**config.mk**
```make
export PLATFORM = sky130hd
export DESIGN_NAME = xadc_drp_arbiter
export DESIGN_NICKNAME = d
export VERILOG_FILES = /design/src/rtl/xadc_pkg.sv /design/src/rtl/rr_arbiter.sv /design/src/rtl/xadc_drp_arbiter.sv
export SDC_FILE = /design/constraint.sdc
export NUM_CORES = 1
export LEC_CHECK = 0
export ABC_AREA = 1
export BUFFER_PORTS_ARGS = -buffer_cell sky130_fd_sc_hd__buf_2
export CORE_ASPECT_RATIO = 1.1
export CORE_MARGIN = 5
export CORE_UTILIZATION = 50
export CTS_BUF_LIST = sky130_fd_sc_hd__clkbuf_4 sky130_fd_sc_hd__clkbuf_8 sky130_fd_sc_hd__clkbuf_16
export DETAILED_ROUTE_END_ITERATION = 6
export HOLD_SLACK_MARGIN = 0.1
export PLACE_DENSITY = 0.83
export SETUP_SLACK_MARGIN = 0.4
export SLEW_MARGIN = 20
export SYNTH_ARGS = -nofsm -noshare
export SYNTH_HDL_FRONTEND = slang
export SYNTH_SLANG_ARGS = --single-unit
export TNS_END_PERCENT = 100
```
**constraint.sdc**
```tcl
create_clock -name I_sys_clk -period 2.6 [get_ports I_sys_clk]
set_clock_uncertainty 0.1 [all_clocks]
set_input_delay 0.65 -clock I_sys_clk [delete_from_list [all_inputs] [get_ports I_sys_clk]]
set_output_delay 0.65 -clock I_sys_clk [all_outputs]
set_load 0.02 [all_outputs]
```
**src/rtl/xadc_pkg.sv**
```systemverilog
// Shared XADC DRP definitions: FSM states, register map and bus widths.
// Imported by the DRP arbiter and by requester FSMs that target the XADC.
package xadc_pkg;

  localparam int XADC_ADDR_W = 7;
  localparam int XADC_DATA_W = 16;

  typedef enum logic [1:0] {
    ST_IDLE  = 2'd0,
    ST_ISSUE = 2'd1,
    ST_WAIT  = 2'd2,
    ST_DONE  = 2'd3
  } drp_state_e;

  localparam logic [6:0] DRP_TEMP      = 7'h00;
  localparam logic [6:0] DRP_VCCINT    = 7'h01;
  localparam logic [6:0] DRP_VCCAUX    = 7'h02;
  localparam logic [6:0] DRP_VCCBRAM   = 7'h06;
  localparam logic [6:0] DRP_MAXMIN_LO = 7'h20;
  localparam logic [6:0] DRP_MAXMIN_HI = 7'h27;
  localparam logic [6:0] DRP_CFG0      = 7'h40;
  localparam logic [6:0] DRP_CFG1      = 7'h41;
  localparam logic [6:0] DRP_CFG2      = 7'h42;
  localparam logic [6:0] DRP_SEQ_LO    = 7'h48;
  localparam logic [6:0] DRP_SEQ_HI    = 7'h4F;
  localparam logic [6:0] DRP_ALM_LO    = 7'h50;
  localparam logic [6:0] DRP_ALM_HI    = 7'h58;

  function automatic logic is_alarm_addr(input logic [6:0] a);
    return (a >= DRP_ALM_LO) && (a <= DRP_ALM_HI);
  endfunction

endpackage

```
**src/rtl/rr_arbiter.sv**
```systemverilog
// Round-robin grant: first requester at or after the pointer, wrapping.
// The pointer moves to one past the last served index on i_adv.
module rr_arbiter #(
  parameter int N = 3,
  localparam int IW = (N > 1) ? $clog2(N) : 1
) (
  input  logic          i_clk,
  input  logic          i_rst_n,
  input  logic [N-1:0]  i_req,
  input  logic          i_adv,
  input  logic [IW-1:0] i_last,
  output logic [N-1:0]  o_gnt,
  output logic [IW-1:0] o_gidx
);

  logic [IW-1:0] r_ptr;

  always_comb begin
    logic [IW:0]   w_sum;
    logic [IW-1:0] w_j;
    logic          w_found;
    o_gnt   = '0;
    o_gidx  = '0;
    w_found = 1'b0;
    w_sum   = '0;
    w_j     = '0;
    for (int k = 0; k < N; k++) begin
      w_sum = {1'b0, r_ptr} + (IW+1)'(k);
      if (w_sum >= (IW+1)'(N))
        w_sum = w_sum - (IW+1)'(N);
      w_j = w_sum[IW-1:0];
      if (!w_found && i_req[w_j]) begin
        w_found    = 1'b1;
        o_gnt[w_j] = 1'b1;
        o_gidx     = w_j;
      end
    end
  end

  always_ff @(posedge i_clk or negedge i_rst_n) begin
    if (!i_rst_n)
      r_ptr <= '0;
    else if (i_adv)
      r_ptr <= (i_last == IW'(N-1)) ? '0 : i_last + IW'(1);
  end

endmodule

```
**src/rtl/xadc_drp_arbiter.sv**
```systemverilog
// Shares one XADC DRP port among NUM_REQ requesters with round-robin
// arbitration, a one-cycle DEN strobe and a drdy timeout.
module xadc_drp_arbiter
  import xadc_pkg::*;
#(
  parameter int NUM_REQ = 3,
  parameter int TIMEOUT = 255,
  parameter int ADDR_W  = XADC_ADDR_W,
  parameter int DATA_W  = XADC_DATA_W,
  localparam int IW = (NUM_REQ > 1) ? $clog2(NUM_REQ) : 1
) (
  input  logic                      I_sys_clk,
  input  logic                      I_rst_n,
  input  logic [NUM_REQ-1:0]        req_valid,
  input  logic [NUM_REQ-1:0]        req_we,
  input  logic [NUM_REQ*ADDR_W-1:0] req_addr,
  input  logic [NUM_REQ*DATA_W-1:0] req_di,
  output logic [NUM_REQ-1:0]        req_ack,
  output logic [NUM_REQ-1:0]        req_err,
  output logic [DATA_W-1:0]         rsp_data,
  output logic [IW-1:0]             owner,
  output logic                      arb_busy,
  output logic [ADDR_W-1:0]         drp_daddr,
  output logic                      drp_den,
  output logic                      drp_dwe,
  output logic [DATA_W-1:0]         drp_di,
  input  logic [DATA_W-1:0]         drp_do,
  input  logic                      drp_drdy
);

  drp_state_e           r_state;
  logic [15:0]          r_cnt;
  logic [NUM_REQ-1:0]   r_gnt_oh;
  logic [IW-1:0]        r_owner;
  logic                 r_busy;
  logic [ADDR_W-1:0]    r_daddr;
  logic [DATA_W-1:0]    r_di;
  logic                 r_den;
  logic                 r_dwe;
  logic [NUM_REQ-1:0]   r_ack;
  logic [NUM_REQ-1:0]   r_err;
  logic [DATA_W-1:0]    r_rsp;

  logic [NUM_REQ-1:0]   w_gnt;
  logic [IW-1:0]        w_gidx;
  logic                 w_adv;
  logic [ADDR_W-1:0]    w_addr;
  logic [DATA_W-1:0]    w_di;
  logic                 w_we;
  logic [16:0]          w_cnt_nxt;
  logic                 w_tmo;

  assign w_adv     = (r_state == ST_DONE);
  assign w_cnt_nxt = {1'b0, r_cnt} + 17'd1;
  assign w_tmo     = (w_cnt_nxt == 17'(TIMEOUT));

  rr_arbiter #(
    .N (NUM_REQ)
  ) u_rr (
    .i_clk   (I_sys_clk),
    .i_rst_n (I_rst_n),
    .i_req   (req_valid),
    .i_adv   (w_adv),
    .i_last  (r_owner),
    .o_gnt   (w_gnt),
    .o_gidx  (w_gidx)
  );

  always_comb begin
    w_addr = '0;
    w_di   = '0;
    w_we   = 1'b0;
    for (int i = 0; i < NUM_REQ; i++) begin
      if (w_gnt[i]) begin
        w_addr = req_addr[i*ADDR_W +: ADDR_W];
        w_di   = req_di[i*DATA_W +: DATA_W];
        w_we   = req_we[i];
      end
    end
  end

  // drdy is only looked at in WAIT, so stray or late strobes are dropped.
  always_ff @(posedge I_sys_clk or negedge I_rst_n) begin
    if (!I_rst_n) begin
      r_state  <= ST_IDLE;
      r_cnt    <= '0;
      r_gnt_oh <= '0;
      r_owner  <= '0;
      r_busy   <= 1'b0;
      r_daddr  <= '0;
      r_di     <= '0;
      r_den    <= 1'b0;
      r_dwe    <= 1'b0;
      r_ack    <= '0;
      r_err    <= '0;
      r_rsp    <= '0;
    end else begin
      r_ack <= '0;
      r_err <= '0;
      unique case (r_state)
        ST_IDLE: begin
          if (|req_valid) begin
            r_gnt_oh <= w_gnt;
            r_owner  <= w_gidx;
            r_daddr  <= w_addr;
            r_di     <= w_di;
            r_dwe    <= w_we;
            r_den    <= 1'b1;
            r_busy   <= 1'b1;
            r_state  <= ST_ISSUE;
          end
        end
        ST_ISSUE: begin
          r_den   <= 1'b0;
          r_dwe   <= 1'b0;
          r_cnt   <= '0;
          r_state <= ST_WAIT;
        end
        ST_WAIT: begin
          if (drp_drdy) begin
            r_rsp   <= drp_do;
            r_ack   <= r_gnt_oh;
            r_state <= ST_DONE;
          end else if (w_tmo) begin
            r_rsp   <= '0;
            r_ack   <= r_gnt_oh;
            r_err   <= r_gnt_oh;
            r_state <= ST_DONE;
          end else begin
            r_cnt <= w_cnt_nxt[15:0];
          end
        end
        ST_DONE: begin
          r_busy  <= 1'b0;
          r_state <= ST_IDLE;
        end
        default: r_state <= ST_IDLE;
      endcase
    end
  end

  assign req_ack   = r_ack;
  assign req_err   = r_err;
  assign rsp_data  = r_rsp;
  assign owner     = r_owner;
  assign arb_busy  = r_busy;
  assign drp_daddr = r_daddr;
  assign drp_den   = r_den;
  assign drp_dwe   = r_dwe;
  assign drp_di    = r_di;

endmodule

```
==> run metrics <==
status finished clean; layout cells sized above 1 0.379; Final setup viols 0; Die H 108 µm; DR iter-0 viols ~490; via count roughly 5000; Fin. Hold Viols 0; maxcap violations 0; Total Wirelength 15200 µm; CTS tree yes; RSZ-0062 raised after global routing yes; Syn Std Cell Area 0.00435 mm²; Fmax roughly 430 MHz; first-pass GRT wire length 20800 µm; Std-Cell Rows 35; leakage power total about 3.3 nW; crit path max fanout 12; syn nets 728; clock root buffer clkbuf_8; Tcrit/Tclk final 0.884; GRT Residual Overflow 0; Power Density 1130 mW/mm²; commonest non-fill, non-tap cell in the layout nand2_1; Final Critical Period 2.30 ns; Synth cell types 27; WL/cell ~17 µm; peak supply drop 0.000879 V; routability congestion estimate 0.962; startpoint types flip-flop; Post-DRT Antenna Nets 0; GRT Total Usage 0.237; average instance area after synthesis 6.98 µm²; worst hold path type input pin to async pin; crit end category flip-flop; Worst R2R Start u_rr.r_ptr[0]; I/O pin cnt 144; Synth Warn # 0; die area 0.0107 mm²; H-tree levels 3; sequential share of the synthesized area 0.420; vias in the first global route between 4000 and 5000; switching share of power 0.481; drc violations 0; total CTS buffers 9; hpwl dp 8730 µm; Slew HR 0.611; Setup TNS 0 ns; Comb power frac 0.613; CP startpoint u_rr.r_ptr[0]; Die X 98.9 µm; clk sinks 73; largest net degree at the start of global routing 49; Reg clk slew, reported paths 0.09 ns; register bit total from synthesis 73; final core occ 0.729; Clock Path Buffers 2; PortBufs roughly 140; 1st-pass router iterations 7; n_diodes 0; Clock power frac 0.132; vias per cell between 5 and 6; WP data required 2.75 ns; antenna violations before repair 0; fin. max-slew vios 0; sequential power share 0.255; area delta synth->final 41.7%; initial core utilization 0.515; core area 0.00845 mm²; Worst EP arrival 2.45 ns; Slew @ Worst Pin between 0.5 and 0.6 ns; internal power 3.62 mW; Psw 3.36 mW; Clock Latency Late Sink between 0.3 and 0.4 ns; most frequent cells in the layout nand2_1 (209), buf_2 (142), nand3_1 (69); Setup CP Type flip-flop to flip-flop; nets@finish 897; Syn Inst Count 623
==> per-layer routing <==
| layer | vias to the layer above | routed length (µm) | global-route usage |
|---|---|---|---|
| li1 | 2315 | - | - |
| met1 | 2392 | 5680 | 0.295 |
| met2 | 285 | 7770 | 0.410 |
| met3 | 70 | 1170 | 0.0531 |
| met4 | 0 | 569 | 0.0683 |
| met5 | - | 0 | 0 |
==> repair_timing <==
item                       CTS  global route
pin swaps                    3            29
gates cloned                 2             9
setup buffers                9            12
resized for setup           19            93
hold buffers                 0             0
setup endpoints to repair   64            64
==> cell type report <==
type | count | area (µm²)
clock inverter | 5 | 55.1
timing repair buffer | 177 | 1150
clock buffer | 11 | 145
multi-input combinational | 458 | 2560
sequential | 73 | 1840
fill | 590 | 2290
tap | 111 | 139
inverter | 73 | 274
==> worst paths after layout <==
check                           slack [ns]  cells after the start            end
min in group I_sys_clk                0.37                      2    rsp_data[6]
worst max register to register        0.30                     15      drp_di[0]
max in group asynchronous             1.68                      2  u_rr.r_ptr[1]
worst min-delay path                  0.14                      1      r_cnt[10]
worst min register to register        0.37                      2    rsp_data[6]
worst max-delay path                  0.30                     15      drp_di[0]
==> stage by stage <==
| step | cell area (µm²) | hold WS (ns) | power, mW | std cells | setup slack, ns |
|---|---|---|---|---|---|
| after floorplan | 4350 | 0.254 | 3.96 | 623 | 0.434 |
| after global placement | 5180 | 0.351 | 4.78 | 860 | 0.345 |
| after detailed placement | 5180 | 0.353 | 4.90 | 860 | 0.208 |
| after CTS | 5590 | 0.153 | 6.15 | 887 | 0.402 |
| after global routing | 6160 | 0.176 | 7.41 | 908 | 0.120 |
| final | 6160 | 0.139 | 6.98 | 908 | 0.300 |
==> kinds of logic after synthesis <==
family | synth area share
simple gates | 0.379
buf+inv | 0.0892
flops | 0.420
compound gates | 0.0800
fa+ha+maj | 0.0316
==> registers in the layout, summed over array words and instances (netlist names), 3 cells and up <==
name       count
drp_daddr      7
r_cnt         16
req_ack        3
r_gnt_oh       3
drp_di        16
rsp_data      16
req_err        3
==> worst max-delay path: stages, from the launching register on <==
cell	delay (ns)
dfrtp_1	0.42
buf_4	0.16
ha_4	0.17
nor2_1	0.11
o21bai_1	0.09
nand2_2	0.14
inv_1	0.09
nand2_1	0.07
nand2_1	0.11
inv_2	0.11
nand2_4	0.07
clkbuf_16	0.18
a21oi_1	0.16
nand2_1	0.09
nand2_1	0.07
nand2_1	0.05
==> Yosys cell counts, drive strengths merged <==
master  count  area (µm²)
nand3b      2        15.0
nor3        1        5.00
a41oi       1        8.76
o21bai      3        22.5
inv        73         274
o21ai      10        50.0
nor2       39         191
nor4        1        6.26
a21oi      50         254
buf        11        65.1
nand4      11        68.8
ha         11         138
nand3      76         380
or2         1        6.26
clkbuf     13        48.8
nand2     245         977
o22ai       2        12.5
dfrtp      73        1830
==> power by group through the flow <==
stage                     registers [mW]  clock network (mW)  logic (mW)
after floorplan                     2.13                   0        1.83
after detailed placement            1.77                   0        3.13
final                               1.78               0.924        4.27
after global routing                1.82               0.979        4.61
after CTS                           1.76               0.920        3.47
after global placement              1.76                   0        3.01
(Power assumes the default switching activity.)
